<file path="src/rtl/de_regfile_scoreboard_if.sv">
// DE-stage register file / scoreboard bundle: read ports, issue handshake, WB write port, flush and error.
// master = DE control / bench side, slave = de_regfile_scoreboard.
interface de_regfile_scoreboard_if #(
  parameter int DBITS     = 32,
  parameter int REGNOBITS = 5,
  parameter int NRD       = 2
);
  logic [NRD*REGNOBITS-1:0] rd_regno;
  logic [NRD-1:0]           rd_en;
  logic [NRD*DBITS-1:0]     rd_val;
  logic                     iss_valid;
  logic                     iss_wr;
  logic [REGNOBITS-1:0]     iss_regno;
  logic                     iss_ready;
  logic                     stall;
  logic                     wb_wr;
  logic [REGNOBITS-1:0]     wb_regno;
  logic [DBITS-1:0]         wb_val;
  logic                     flush;
  logic                     err_uflow;

  modport master (
    output rd_regno, rd_en, iss_valid, iss_wr, iss_regno, wb_wr, wb_regno, wb_val, flush,
    input  rd_val, iss_ready, stall, err_uflow
  );

  modport slave (
    input  rd_regno, rd_en, iss_valid, iss_wr, iss_regno, wb_wr, wb_regno, wb_val, flush,
    output rd_val, iss_ready, stall, err_uflow
  );
endinterface

</file>
<file path="src/rtl/de_regfile_scoreboard.sv">
// DE-stage register file with per-register counted pending writes (replaces fixed stage-compare stalls).
// Optional WB->DE same-cycle bypass is enabled by defining DE_WB_BYPASS_EN.
module de_regfile_scoreboard #(
  parameter int DBITS     = 32,
  parameter int REGWORDS  = 32,
  parameter int REGNOBITS = 5,
  parameter int NRD       = 2,
  parameter int CNTBITS   = 2
) (
  input  logic                   clk,
  input  logic                   reset,
  de_regfile_scoreboard_if.slave bus
);
  localparam logic [CNTBITS-1:0] CNT_MAX = '1;

  logic [DBITS-1:0]     regs [REGWORDS];
  logic [CNTBITS-1:0]   pend [REGWORDS];
  logic                 err_q;

  logic [REGNOBITS-1:0] rd_no [NRD];
  logic [NRD-1:0]       byp_ok;
  logic [NRD-1:0]       port_haz;
  logic [NRD*DBITS-1:0] rd_val_c;
  logic                 struct_blk;
  logic                 ready_c;
  logic                 fire;
  logic [REGWORDS-1:0]  inc_vec;
  logic [REGWORDS-1:0]  dec_vec;

  always_comb begin
    rd_no    = '{default: '0};
    byp_ok   = '0;
    port_haz = '0;
    rd_val_c = '0;
    for (int i = 0; i < NRD; i++) begin
      rd_no[i] = bus.rd_regno[i*REGNOBITS +: REGNOBITS];
`ifdef DE_WB_BYPASS_EN
      byp_ok[i] = bus.wb_wr && (bus.wb_regno == rd_no[i]) && (pend[rd_no[i]] == CNTBITS'(1));
`else
      byp_ok[i] = 1'b0;
`endif
      if (rd_no[i] != '0)
        rd_val_c[i*DBITS +: DBITS] = byp_ok[i] ? bus.wb_val : regs[rd_no[i]];
      port_haz[i] = bus.rd_en[i] && (rd_no[i] != '0) && (pend[rd_no[i]] != '0) && !byp_ok[i];
    end
  end

  // A retiring write to the saturated register frees a slot in the same cycle.
  assign struct_blk = bus.iss_wr && (bus.iss_regno != '0) && (pend[bus.iss_regno] == CNT_MAX)
                      && !(bus.wb_wr && (bus.wb_regno == bus.iss_regno));

  assign ready_c       = !reset && !bus.flush && !(|port_haz) && !struct_blk;
  assign fire          = bus.iss_valid && ready_c;
  assign bus.iss_ready = ready_c;
  assign bus.stall     = bus.iss_valid && !ready_c && !reset;
  assign bus.rd_val    = rd_val_c;
  assign bus.err_uflow = err_q;

  always_comb begin
    inc_vec = '0;
    dec_vec = '0;
    for (int r = 1; r < REGWORDS; r++) begin
      inc_vec[r] = fire && bus.iss_wr && (bus.iss_regno == REGNOBITS'(r));
      dec_vec[r] = bus.wb_wr && (bus.wb_regno == REGNOBITS'(r));
    end
  end

  always_ff @(posedge clk or posedge reset) begin
    if (reset) begin
      for (int r = 0; r < REGWORDS; r++) regs[r] <= '0;
    end else if (bus.wb_wr && (bus.wb_regno != '0)) begin
      regs[bus.wb_regno] <= bus.wb_val;
    end
  end

  always_ff @(posedge clk or posedge reset) begin
    if (reset) begin
      for (int r = 0; r < REGWORDS; r++) pend[r] <= '0;
      err_q <= 1'b0;
    end else begin
      if (bus.wb_wr && (bus.wb_regno != '0) && (pend[bus.wb_regno] == '0))
        err_q <= 1'b1;
      for (int r = 1; r < REGWORDS; r++) begin
        if (bus.flush)
          pend[r] <= '0;
        else if (inc_vec[r] && !dec_vec[r])
          pend[r] <= pend[r] + 1'b1;
        else if (dec_vec[r] && !inc_vec[r] && (pend[r] != '0))
          pend[r] <= pend[r] - 1'b1;
      end
    end
  end
endmodule
</file>
<file path="src/flat_wrapper.sv">
// flat-port wrapper written by rule: the top's interface ports become plain ports
module de_regfile_scoreboard_flat 
#(
  parameter int DBITS     = 32,
  parameter int REGWORDS  = 32,
  parameter int REGNOBITS = 5,
  parameter int NRD       = 2,
  parameter int CNTBITS   = 2
)
  (clk, reset, bus_rd_regno, bus_rd_en, bus_iss_valid, bus_iss_wr, bus_iss_regno, bus_wb_wr, bus_wb_regno, bus_wb_val, bus_flush, bus_rd_val, bus_iss_ready, bus_stall, bus_err_uflow);
  de_regfile_scoreboard_if #(.DBITS(DBITS), .REGNOBITS(REGNOBITS), .NRD(NRD)) bus_i ();
  input  logic clk;
  input  logic reset;
  input wire logic [$bits(bus_i.rd_regno)-1:0] bus_rd_regno;
  input wire logic [$bits(bus_i.rd_en)-1:0] bus_rd_en;
  input wire logic [$bits(bus_i.iss_valid)-1:0] bus_iss_valid;
  input wire logic [$bits(bus_i.iss_wr)-1:0] bus_iss_wr;
  input wire logic [$bits(bus_i.iss_regno)-1:0] bus_iss_regno;
  input wire logic [$bits(bus_i.wb_wr)-1:0] bus_wb_wr;
  input wire logic [$bits(bus_i.wb_regno)-1:0] bus_wb_regno;
  input wire logic [$bits(bus_i.wb_val)-1:0] bus_wb_val;
  input wire logic [$bits(bus_i.flush)-1:0] bus_flush;
  output wire logic [$bits(bus_i.rd_val)-1:0] bus_rd_val;
  output wire logic [$bits(bus_i.iss_ready)-1:0] bus_iss_ready;
  output wire logic [$bits(bus_i.stall)-1:0] bus_stall;
  output wire logic [$bits(bus_i.err_uflow)-1:0] bus_err_uflow;
  assign bus_i.rd_regno = bus_rd_regno;
  assign bus_i.rd_en = bus_rd_en;
  assign bus_i.iss_valid = bus_iss_valid;
  assign bus_i.iss_wr = bus_iss_wr;
  assign bus_i.iss_regno = bus_iss_regno;
  assign bus_i.wb_wr = bus_wb_wr;
  assign bus_i.wb_regno = bus_wb_regno;
  assign bus_i.wb_val = bus_wb_val;
  assign bus_i.flush = bus_flush;
  assign bus_rd_val = bus_i.rd_val;
  assign bus_iss_ready = bus_i.iss_ready;
  assign bus_stall = bus_i.stall;
  assign bus_err_uflow = bus_i.err_uflow;
  de_regfile_scoreboard #(.DBITS(DBITS), .REGWORDS(REGWORDS), .REGNOBITS(REGNOBITS), .NRD(NRD), .CNTBITS(CNTBITS)) u_core (.clk(clk), .reset(reset), .bus(bus_i));
endmodule
</file>
<file path="config.mk">
export PLATFORM = sky130hd
export DESIGN_NAME = de_regfile_scoreboard_flat
export DESIGN_NICKNAME = d
export VERILOG_FILES = /design/src/rtl/de_regfile_scoreboard_if.sv /design/src/rtl/de_regfile_scoreboard.sv /design/src/flat_wrapper.sv
export SDC_FILE = /design/constraint.sdc
export NUM_CORES = 2
export LEC_CHECK = 0
export BUFFER_PORTS_ARGS = -buffer_cell sky130_fd_sc_hd__buf_2
export CAP_MARGIN = 20
export CORE_MARGIN = 2
export CORE_UTILIZATION = 50
export DETAILED_ROUTE_END_ITERATION = 6
export PLACE_DENSITY = 0.66
export SYNTH_ARGS = -nofsm -noshare
export SYNTH_HDL_FRONTEND = slang
export SYNTH_SLANG_ARGS = --single-unit
</file>
<file path="constraint.sdc">
create_clock -name clk -period 55.9 [get_ports clk]
set_input_delay 5.59 -clock clk [delete_from_list [all_inputs] [get_ports clk]]
set_output_delay 5.59 -clock clk [all_outputs]
set_load 0.05 [all_outputs]
</file>
==> flow_metrics.py <==
metrics = {
    "outcome": {
        "status": "finished clean",
    },
    "critical_path": {
        "cp-start-kind": "input pin",
        "cp.required_ps": 50310,
        "worst_setup_path_end_kind": "output port",
        "cp_cell_sequence": "buf_8 > buf_4 > buf_4 > buf_4 > mux4_2 > mux4_2 > a22o_1 > buf_2",
        "crit_type": "in -> out",
        "crit_top_cell": "buf_4",
        "slowest_stage": "buf_4",
        "cp_slowest_stage_delay_ps": 870,
        "cp.arrival_ps": 10330,
        "rr_worst_depth": 8,
        "cp_max_fo": 69,
    },
    "clocking": {
        "clockBufferDepth": 3,
        "clk_latency_ps": 720,
        "cts_tree": "yes",
        "postCtsSetupRepairBufs": 0,
        "cts_buffers": 112,
        "cts_resized": 0,
        "htree_levels": 3,
        "cts_root_buf": "clkbuf_16",
        "cts.sinks": 1087,
        "clkSlewWorstSetupHoldPaths_ps": 60,
        "holdBufCountCts": 0,
    },
    "timing": {
        "fin_crit_ps": 15920,
        "worst_pin_slew_ps": 1185,
        "clock_skew_ps": 19.24,
        "rsz0062_at_grt": "false",
        "tns_ps": 0,
        "clock.fmax_ghz": 0.06280,
        "maxSlewViolCount": 0,
        "slew-limit-headroom": 0.2102,
        "finalSetupViolations": 0,
        "fin_crit_sh": 0.2849,
        "hold_violations": 0,
    },
    "drt": {
        "drtIter0Drc": 5062,
        "drc": 0,
        "totalWireLength_mm": 191.5,
        "antenna_left": 0,
        "first_pass_iters": 6,
        "vias_per_cell": 6.717,
        "vias": 41770,
        "wl_per_cell_microns": 30.80,
    },
    "global_routing": {
        "grt_pass1_wl_mm": 283.9,
        "grt.overflow.total": 0,
        "antenna_found_initial": 10,
        "grt_pass1_vias": 41480,
        "grt_start_max_net_pins": 143,
        "grt_use_total": 0.3179,
    },
    "synth": {
        "synth_nets": 4801,
        "async_flop_share": 1.000,
        "yosysSeqAreaShare": 0.4561,
        "synth_area_per_cell_sq_um": 12.58,
        "synth.distinct_cells": 67,
        "yosys.area.top_type": "dfrtp_1",
        "synthCells": 4741,
        "synth_enable_flop_cells": 0,
        "synthTopCellsByArea": "dfrtp_1 (46%), mux4_2 (25%), mux2_2 (11%)",
        "synth_area_sq_mm": 0.05963,
        "ys_ff_latch": 1087,
        "post-synth-top-area-fraction": 0.4561,
        "ys_warn_count": 2,
        "synth_ff_type": "dfrtp_1",
    },
    "worst_hold_path": {
        "hp-class": "reg -> reg",
        "whs_path_depth": 0,
    },
    "run": {
        "drv_cap": 0,
    },
    "floorplan": {
        "die-area_sq_mm": 0.1220,
        "io_pins": 127,
        "initial_core_util": 0.5043,
        "dieWidth_microns": 349.3,
        "fp.dieH_microns": 349.3,
        "core_area_sq_mm": 0.1182,
        "rows": 126,
    },
    "placement": {
        "dp_hpwl_mm": 99.26,
        "io_buffers": 126,
        "place_congestion": 0.8697,
    },
    "final_layout": {
        "layout-drive-gt1-share": 0.3682,
        "final_cell_mix": "nand2_1 (1299), dfrtp_1 (1087), mux4_2 (664), mux2_2 (578), buf_2 (118)",
        "area_delta_synth_final_pct": 9.452,
        "final_common_cell": "nand2_1",
        "fin_nets": 4648,
    },
    "power": {
        "power.density_mw_per_mm2": 35.70,
        "p_total_w": 0.002330,
        "p_leak_nw": 29.33,
        "peakVddDrop_mv": 0.02440,
    },
}
-- path summary, 6_finish.rpt --
check / start / to / slack [ps]
max: bus_rd_regno[5] / bus_rd_val[32] / 39980
min: u_core.regs[1009] / u_core.regs[1009] / 400
max reg2reg: u_core.pend[4] / u_core.pend[4] / 52450
min reg2reg: u_core.regs[1009] / u_core.regs[1009] / 400
max in group asynchronous: reset / u_core.regs[756] / 46530
min in group asynchronous: reset / u_core.pend[11] / 4950
-- through the flow --
step | util | cells | worst slack, ps | hold WS [ps] | area, sq um
3_5_place_dp | 0.5179 | 6009 | 39760 | 383.6 | 61230
4_1_cts | 0.5517 | 6215 | 39770 | 396.1 | 65240
6_report | 0.5520 | 6218 | 39980 | 396.3 | 65270
5_1_grt | 0.5520 | 6217 | 39550 | 408.8 | 65270
2_1_floorplan | - | 4741 | 19710 | 441.3 | 59630
3_3_place_gp | 0.5179 | 6009 | 39820 | 377.5 | 61230
-- worst max-delay path: cells and delay by family --
family / cells / cell delay, ps
compound gates: 1 / 340
mux: 2 / 1110
buf+inv: 5 / 3230
-- cell families after synthesis --
group | Yosys count | share of synthesized area
muxes | 1275 | 0.3655
AOI/OAI and AO/OA | 261 | 0.03105
and+or+nand+nor | 1592 | 0.1097
DFF | 1087 | 0.4561
buffers and inverters | 490 | 0.03233
xor gates and xnor gates | 36 | 0.005287
-- sequential cells by signal, indices dropped and copies added, names as in the netlist --
signal                flops
u_core.regs            1024
u_core.bus.err_uflow      1
u_core.pend              62
-- power breakdown --
part	internal, W	switching, W	total, W
clock	0.000476	0.000337	0.000812
sequential	0.000925	0.000103	0.00103
combinational	0.000261	0.000228	0.000490
-- per-layer routing --
layer | vias to the layer above | global-route usage | share of wire
met5 | - | 0 | 0.00012
met4 | 4 | 0.1363 | 0.047
met3 | 478 | 0.06974 | 0.098
met2 | 2252 | 0.4975 | 0.47
met1 | 22080 | 0.4322 | 0.39
li1 | 16950 | - | -
-- cell usage after synthesis, types with 18 or more instances --
cell type and number:
dfrtp_1 1087, buf_1 74, a22o_1 33, o21ai_0 65
xnor2_1 32, nand2_1 1326, mux2i_1 33, mux2_2 578
clkbuf_1 373, and3_1 19, and2_1 32, nand3_1 20
a21oi_1 35, mux4_2 664, a211oi_1 62, a31oi_1 18
nor2_1 106
-- cell type report --
class | count | area [sq um]
Multi-Input combinational cell | 3164 | 30730
Clock buffer | 155 | 3284
Timing Repair Buffer | 204 | 1315
Clock inverter | 51 | 721.9
Fill cell | 9583 | 52970
Inverter | 19 | 88.84
Tap cell | 1536 | 1922
Antenna cell | 2 | 5.005
Sequential cell | 1087 | 27200
Note: power is estimated with default switching activity, not from simulation.
